**config.mk**
```make
export PLATFORM = sky130hd
export DESIGN_NAME = qdrc_port_arb
export DESIGN_NICKNAME = d
export VERILOG_FILES = /design/src/rtl/qdrc_port_arb_pkg.sv /design/src/rtl/qdrc_tag_fifo.sv /design/src/rtl/qdrc_port_arb.sv
export SDC_FILE = /design/constraint.sdc
export NUM_CORES = 1
export LEC_CHECK = 0
export CORE_ASPECT_RATIO = 1.25
export CORE_MARGIN = 5
export CORE_UTILIZATION = 37
export CTS_CLUSTER_SIZE = 12
export DETAILED_ROUTE_END_ITERATION = 10
export PLACE_DENSITY = 0.77
export SYNTH_ARGS = -nofsm -noshare
export SYNTH_HDL_FRONTEND = slang
export SYNTH_HIERARCHICAL = 1
export SYNTH_SLANG_ARGS = --single-unit
```
**constraint.sdc**
```tcl
create_clock -name clk -period 5.2 [get_ports clk]
set_clock_uncertainty 0.05 [all_clocks]
set_input_delay 1.04 -clock clk [delete_from_list [all_inputs] [get_ports clk]]
set_output_delay 1.04 -clock clk [all_outputs]
set_load 0.01 [all_outputs]
```
**src/rtl/qdrc_port_arb_pkg.sv**
```systemverilog
// Shared constants, helper function and types for the QDR multi-port arbiter.
package qdrc_port_arb_pkg;

  localparam int NUM_PORTS_MIN = 2;
  localparam int NUM_PORTS_MAX = 8;
  localparam int CMD_GAP_MIN   = 1;
  localparam int CMD_GAP_MAX   = 4;

  // Ceiling log2 for constant sizing; clog2(1) = 0.
  function automatic int clog2(input int value);
    int result;
    result = 0;
    for (int i = 0; i < 31; i++) begin
      if ((1 << i) < value) result = i + 1;
    end
    return result;
  endfunction

  // Gap counter only has to reach CMD_GAP_MAX-1.
  localparam int GAP_CNT_WIDTH = clog2(CMD_GAP_MAX);

  // Kind of command granted in the current cycle.
  typedef enum logic [1:0] {
    CMD_NONE,
    CMD_RD,
    CMD_WR
  } cmd_e;

endpackage

```
**src/rtl/qdrc_tag_fifo.sv**
```systemverilog
// In-order tag FIFO: remembers which port issued each outstanding read.
module qdrc_tag_fifo
  import qdrc_port_arb_pkg::*;
#(
  parameter int WIDTH = 2,
  parameter int DEPTH = 16
) (
  input  logic                   clk,
  input  logic                   reset_n,
  input  logic                   push,
  input  logic [WIDTH-1:0]       push_data,
  input  logic                   pop,
  output logic [WIDTH-1:0]       pop_data,
  output logic                   full,
  output logic                   empty,
  output logic [clog2(DEPTH):0]  count
);

  localparam int AW = clog2(DEPTH);

  logic [WIDTH-1:0] mem [DEPTH];
  logic [AW-1:0]    wr_ptr;
  logic [AW-1:0]    rd_ptr;
  logic [AW:0]      cnt;
  logic             do_push;
  logic             do_pop;

  // A push into a full FIFO is accepted only when a pop frees the slot in the same cycle.
  assign do_push  = push && (!full || pop);
  assign do_pop   = pop && !empty;
  assign full     = (cnt == (AW+1)'(DEPTH));
  assign empty    = (cnt == '0);
  assign count    = cnt;
  assign pop_data = mem[rd_ptr];

  // Tag storage.
  // NOTE: the array has no reset; an entry is only read after it has been written, and
  // leaving it out of reset lets it map onto plain storage cells.
  always_ff @(posedge clk) begin
    if (do_push) mem[wr_ptr] <= push_data;
  end

  // Pointers and occupancy; depth is a power of two so pointers wrap naturally.
  // NOTE: state registers use non-blocking assignments so every flop samples pre-edge values.
  always_ff @(posedge clk) begin
    if (!reset_n) begin
      wr_ptr <= '0;
      rd_ptr <= '0;
      cnt    <= '0;
    end else begin
      if (do_push) wr_ptr <= wr_ptr + AW'(1);
      if (do_pop)  rd_ptr <= rd_ptr + AW'(1);
      case ({do_push, do_pop})
        2'b10:   cnt <= cnt + (AW+1)'(1);
        2'b01:   cnt <= cnt - (AW+1)'(1);
        default: cnt <= cnt;
      endcase
    end
  end

endmodule

```
**src/rtl/qdrc_port_arb.sv**
```systemverilog
// Multi-port front end for the QDR controller: round-robin arbitration of user
// read/write channels onto the single controller interface, with in-order read return.
module qdrc_port_arb
  import qdrc_port_arb_pkg::*;
#(
  parameter int NUM_PORTS  = 4,
  parameter int DATA_WIDTH = 36,
  parameter int BW_WIDTH   = 4,
  parameter int ADDR_WIDTH = 21,
  parameter int CMD_GAP    = 1,
  parameter int MAX_RD_OUT = 16
) (
  input  logic                             clk,
  input  logic                             reset_n,
  input  logic [NUM_PORTS-1:0]             port_rd_strb,
  input  logic [NUM_PORTS-1:0]             port_wr_strb,
  input  logic [NUM_PORTS*ADDR_WIDTH-1:0]  port_addr,
  input  logic [NUM_PORTS*DATA_WIDTH-1:0]  port_wr_data,
  input  logic [NUM_PORTS*BW_WIDTH-1:0]    port_wr_be,
  output logic [NUM_PORTS-1:0]             port_ack,
  output logic [DATA_WIDTH-1:0]            port_rd_data,
  output logic [NUM_PORTS-1:0]             port_rd_dvld,
  input  logic                             phy_rdy,
  output logic                             qdr_rd_strb,
  output logic                             qdr_wr_strb,
  output logic [ADDR_WIDTH-1:0]            qdr_addr,
  output logic [DATA_WIDTH-1:0]            qdr_wr_data,
  output logic [BW_WIDTH-1:0]              qdr_wr_be,
  input  logic [DATA_WIDTH-1:0]            qdr_rd_data,
  input  logic                             qdr_rd_dvld,
  output logic [clog2(MAX_RD_OUT):0]       rd_outstanding,
  output logic                             ret_err
);

  localparam int PW = (clog2(NUM_PORTS) > 0) ? clog2(NUM_PORTS) : 1;
  localparam int CW = clog2(MAX_RD_OUT) + 1;
  localparam logic [GAP_CNT_WIDTH-1:0] GAP_LOAD = GAP_CNT_WIDTH'(CMD_GAP - 1);

  logic [PW-1:0]            rr_ptr;
  logic [GAP_CNT_WIDTH-1:0] gap_cnt;
  logic                     issue_ok;
  logic [NUM_PORTS-1:0]     eligible;
  logic                     grant_vld;
  logic [PW-1:0]            grant_idx;
  logic [PW:0]              scan_sum;
  cmd_e                     grant_cmd;
  logic                     fifo_push;
  logic                     fifo_pop;
  logic                     fifo_full;
  logic                     fifo_empty;
  logic [PW-1:0]            fifo_head;
  logic [CW-1:0]            fifo_count;

  // Nothing issues in reset, before calibration, or while the spacing gap runs.
  assign issue_ok = reset_n && phy_rdy && (gap_cnt == '0);

  // Per-port eligibility: a read also needs a free tag slot.
  // NOTE: every combinational output gets a value on every path, so no latches are inferred.
  always_comb begin
    eligible = '0;
    for (int p = 0; p < NUM_PORTS; p++) begin
      eligible[p] = issue_ok && (port_wr_strb[p] || (port_rd_strb[p] && !fifo_full));
    end
  end

  // Round-robin scan from rr_ptr with wrap; the first eligible port wins.
  always_comb begin
    grant_vld = 1'b0;
    grant_idx = '0;
    scan_sum  = '0;
    for (int i = 0; i < NUM_PORTS; i++) begin
      scan_sum = {1'b0, rr_ptr} + (PW+1)'(i);
      if (scan_sum >= (PW+1)'(NUM_PORTS)) scan_sum = scan_sum - (PW+1)'(NUM_PORTS);
      if (!grant_vld && eligible[scan_sum[PW-1:0]]) begin
        grant_vld = 1'b1;
        grant_idx = scan_sum[PW-1:0];
      end
    end
  end

  // Decode the winner (write beats read on the same port) and drive the one-hot ack.
  always_comb begin
    grant_cmd = CMD_NONE;
    if (grant_vld) grant_cmd = port_wr_strb[grant_idx] ? CMD_WR : CMD_RD;
    port_ack = '0;
    for (int p = 0; p < NUM_PORTS; p++) begin
      port_ack[p] = grant_vld && (grant_idx == PW'(p));
    end
  end

  // Arbitration state: pointer moves past the winner; gap counter spaces issued commands.
  always_ff @(posedge clk) begin
    if (!reset_n) begin
      rr_ptr  <= '0;
      gap_cnt <= '0;
    end else if (grant_vld) begin
      rr_ptr  <= (grant_idx == PW'(NUM_PORTS - 1)) ? '0 : grant_idx + PW'(1);
      gap_cnt <= GAP_LOAD;
    end else if (gap_cnt != '0) begin
      gap_cnt <= gap_cnt - GAP_CNT_WIDTH'(1);
    end
  end

  // Issue registers: strobes pulse one cycle; address/data/be hold between grants.
  always_ff @(posedge clk) begin
    if (!reset_n) begin
      qdr_rd_strb <= 1'b0;
      qdr_wr_strb <= 1'b0;
      qdr_addr    <= '0;
      qdr_wr_data <= '0;
      qdr_wr_be   <= '0;
    end else begin
      qdr_rd_strb <= (grant_cmd == CMD_RD);
      qdr_wr_strb <= (grant_cmd == CMD_WR);
      if (grant_vld) begin
        qdr_addr    <= port_addr[int'(grant_idx)*ADDR_WIDTH +: ADDR_WIDTH];
        qdr_wr_data <= port_wr_data[int'(grant_idx)*DATA_WIDTH +: DATA_WIDTH];
        qdr_wr_be   <= port_wr_be[int'(grant_idx)*BW_WIDTH +: BW_WIDTH];
      end
    end
  end

  // Tag push on a read grant; pop only when a tag is actually pending.
  assign fifo_push = (grant_cmd == CMD_RD);
  assign fifo_pop  = qdr_rd_dvld && !fifo_empty;

  qdrc_tag_fifo #(
    .WIDTH (PW),
    .DEPTH (MAX_RD_OUT)
  ) u_tag_fifo (
    .clk       (clk),
    .reset_n   (reset_n),
    .push      (fifo_push),
    .push_data (grant_idx),
    .pop       (fifo_pop),
    .pop_data  (fifo_head),
    .full      (fifo_full),
    .empty     (fifo_empty),
    .count     (fifo_count)
  );

  assign rd_outstanding = fifo_count;

  // Return demux: route data to the head-of-queue port; flag returns with no pending tag.
  always_ff @(posedge clk) begin
    if (!reset_n) begin
      port_rd_data <= '0;
      port_rd_dvld <= '0;
      ret_err      <= 1'b0;
    end else begin
      port_rd_dvld <= '0;
      if (fifo_pop) begin
        port_rd_data            <= qdr_rd_data;
        port_rd_dvld[fifo_head] <= 1'b1;
      end
      if (qdr_rd_dvld && fifo_empty) ret_err <= 1'b1;
    end
  end

endmodule

```
==> impl_metrics.tcl <==
set metrics [dict create \
    diodes 0 \
    hold_class "reg -> reg" \
    core_sq_um 22100 \
    cts_hold_buf 0 \
    port_buffers 404 \
    min_period_ns 4.89 \
    vdd_drop_max_v 0.000227 \
    io_pins 405 \
    crit_arrival_ns 3.80 \
    timing.fmax_mhz 205 \
    clockRootBuffer "clkbuf_16" \
    postSynthCellCount 759 \
    drv_slew 0 \
    h-tree-depth 4 \
    ff2ff_setup_slack_ns 0.41 \
    via_per_inst 5.20 \
    layout-drive-gt1-share_pct 12.4 \
    drt_iter0_markers 281 \
    leakage_nw 5.61 \
    ys_types 61 \
    cp-start-kind "input port" \
    ys_ff_latch 157 \
    clkSinkCount 157 \
    ys.flop_type "dfxtp_1" \
    mostFrequentLayoutCells "clkdlybuf4s50_1 (403), dfxtp_1 (125), mux2i_1 (124)" \
    min_from "port_rd_data[21]" \
    ys_seq_area_share_pct 42.1 \
    cts_tree "done" \
    grt.met3_usage_pct 6.11 \
    grt_max_degree 65 \
    grtUsageMet2_pct 39.4 \
    holdPathStages 2 \
    cap_violations 0 \
    fin_area_sq_um 13200 \
    cts_buffers 17 \
    syn_to_final_growth_pct 60.1 \
    antenna_found_initial 1 \
    synth_area_sq_um 8220 \
    finalPower_mw 5.33 \
    crit_type "in -> out" \
    outcome "complete, no violations" \
    worstPathMaxFanout 39 \
    gp_congestion 0.868 \
    place_area_sq_um 12500 \
    rr_endpoint "u_tag_fifo/count[4]" \
    drc 0 \
    fin_crit_sh_pct 94.0 \
    crit_required_ns 4.11 \
    die_h_um 177 \
    place_hpwl_um 22700 \
    timing.rr.start "u_tag_fifo/count[0]" \
    grt_use_met1_pct 24.8 \
    top_usage_layer "met2" \
    start_util_pct 37.3 \
    overflow 0 \
    clockBufferDepth 2 \
    final_common_cell "clkdlybuf4s50_1" \
    yosys_warnings 6 \
    hold_violations 0 \
    wire_per_inst_um 20.2 \
    grt_pass1_wl_um 42900 \
    tightest_slew_ns 1.02 \
    hold_ws_ns 0.414 \
    syn-num-nets 1065 \
    vias 7509 \
    synth_edf_count 32 \
    postRouteWirelength_um 29200 \
    rsz0062_at_grt "false" \
    setup_viol 0 \
    avgSynthCellArea_sq_um 10.8 \
    grt_pass1_vias 7726 \
    core.rowCount 61 \
    dieArea_sq_um 25300 \
    r2r_cells 17 \
    p_per_area_nw_per_um2 405 \
    hold_end "port_rd_data[21]" \
    ant_nets 0 \
    synth-async-reset-ratio_pct 0 \
    clk_pin_slew_ns 0.07 \
    clk_latency_ns 0.42 \
    grt_usage_pct 21.9 \
    die_w_um 143 \
    first_pass_iters 4 \
    critPathCaptureType "primary output" \
    relSlewSlack_pct 32.0 \
    nets 1454 \
]
==> synthesized netlist by cell type (all sizes together), types with 2 or more instances <==
cell type / number / area share, %
o211ai: 2 / 0.18
a32o: 2 / 0.24
nor2b: 7 / 0.53
ha: 14 / 2.1
nor3: 4 / 0.24
o21a: 3 / 0.27
or3: 4 / 0.30
and4b: 4 / 0.49
o31ai: 2 / 0.18
nand2b: 3 / 0.23
xor2: 2 / 0.21
xnor2: 5 / 0.53
nand3: 7 / 0.43
mux2i: 124 / 15
mux4: 8 / 2.2
a21o: 2 / 0.18
nor2: 21 / 0.96
a21boi: 38 / 3.5
and4: 5 / 0.53
clkbuf: 34 / 1.6
inv: 13 / 0.65
nor3b: 4 / 0.37
dfxtp: 125 / 30
buf: 30 / 3.1
o22ai: 2 / 0.15
a221oi: 60 / 11
and3: 2 / 0.15
a21oi: 67 / 4.1
a211oi: 3 / 0.27
or4: 2 / 0.23
nand2: 81 / 3.7
and2: 14 / 1.1
o21ai: 11 / 0.72
edfxtp: 32 / 12
nor4b: 5 / 0.53
==> cell type report <==
type	instances	area [sq um]
Timing Repair Buffer	434	4310
Clock inverter	14	188
Fill cell	1865	8900
Inverter	14	58.8
Tap cell	283	354
Multi-Input combinational cell	524	4340
Clock buffer	18	450
Sequential cell	157	3460
==> worst max-delay path: stages <==
cell	delay, ns
clkdlybuf4s50_1	0.55
or3_1	0.41
o22a_1	0.20
and2_1	0.22
inv_6	0.10
buf_6	0.39
ha_1	0.22
and2_1	0.11
clkdlybuf4s50_1	0.55
==> layer usage <==
| metal | wire length, um | share of wire, % |
|---|---|---|
| met1 | 11000 | 38 |
| met5 | 10 | 0.034 |
| met3 | 2370 | 8.1 |
| met2 | 15200 | 52 |
| met4 | 697 | 2.4 |
==> power by group <==
| group | switching, mW | total, mW | leakage [nW] | internal (mW) |
|---|---|---|---|---|
| clock | 0.569 | 1.34 | 0.315 | 0.766 |
| combinational | 1.14 | 2.32 | 3.97 | 1.18 |
| sequential | 0.155 | 1.67 | 1.33 | 1.52 |
| total | 1.87 | 5.33 | 5.61 | 3.46 |
==> stage by stage <==
stage          cells  setup TNS (ns)  util, %  setup slack [ns]
6_report        1444               0     59.7             0.311
5_1_grt         1444               0     59.7             0.109
4_1_cts         1444               0     59.6          0.000130
3_5_place_dp    1412         -0.0580     56.7           -0.0580
3_3_place_gp    1412               0     56.7             0.106
2_1_floorplan    759               0        -             0.263
==> how the worst max path moves through the flow <==
stage	end	slack (ns)	from
2_1_floorplan	u_tag_fifo/count[4]	0.26	u_tag_fifo/count[0]
3_3_place_gp	u_tag_fifo/count[4]	0.11	port_rd_strb[3]
3_5_place_dp	u_tag_fifo/count[4]	-0.06	port_rd_strb[3]
6_report	port_ack[2]	0.31	port_wr_strb[1]
5_1_grt	u_tag_fifo/count[4]	0.11	port_rd_strb[3]
4_1_cts	port_ack[2]	0.0001	u_tag_fifo/count[0]
==> sequential cells by signal, indices dropped and copies added, names as in the netlist, 2 cells and up, named ones only <==
register and cells:
port_rd_dvld 4, u_tag_fifo/count 5, qdr_wr_data 36, u_tag_fifo/rd_ptr 4, u_tag_fifo/mem 32, rr_ptr 2
gap_cnt 2, qdr_addr 21, u_tag_fifo/wr_ptr 4, port_rd_data 36, qdr_wr_be 4
==> kinds of logic after synthesis <==
logic type                 Yosys count  share of synthesized area (%)
AOI/OAI and AO/OA                  201                           21.8
xor gates and xnor gates             7                          0.746
adders and majority gates           14                           2.13
buffers and inverters               78                           5.33
DFF                                157                           42.1
muxes                              133                           17.4
and+or+nand+nor                    169                           10.4
==> what timing repair did <==
item                       CTS  global route
setup buffers                0             0
resized for setup            0             2
setup endpoints to repair    0             2
Power figures use the tool's default switching activity.
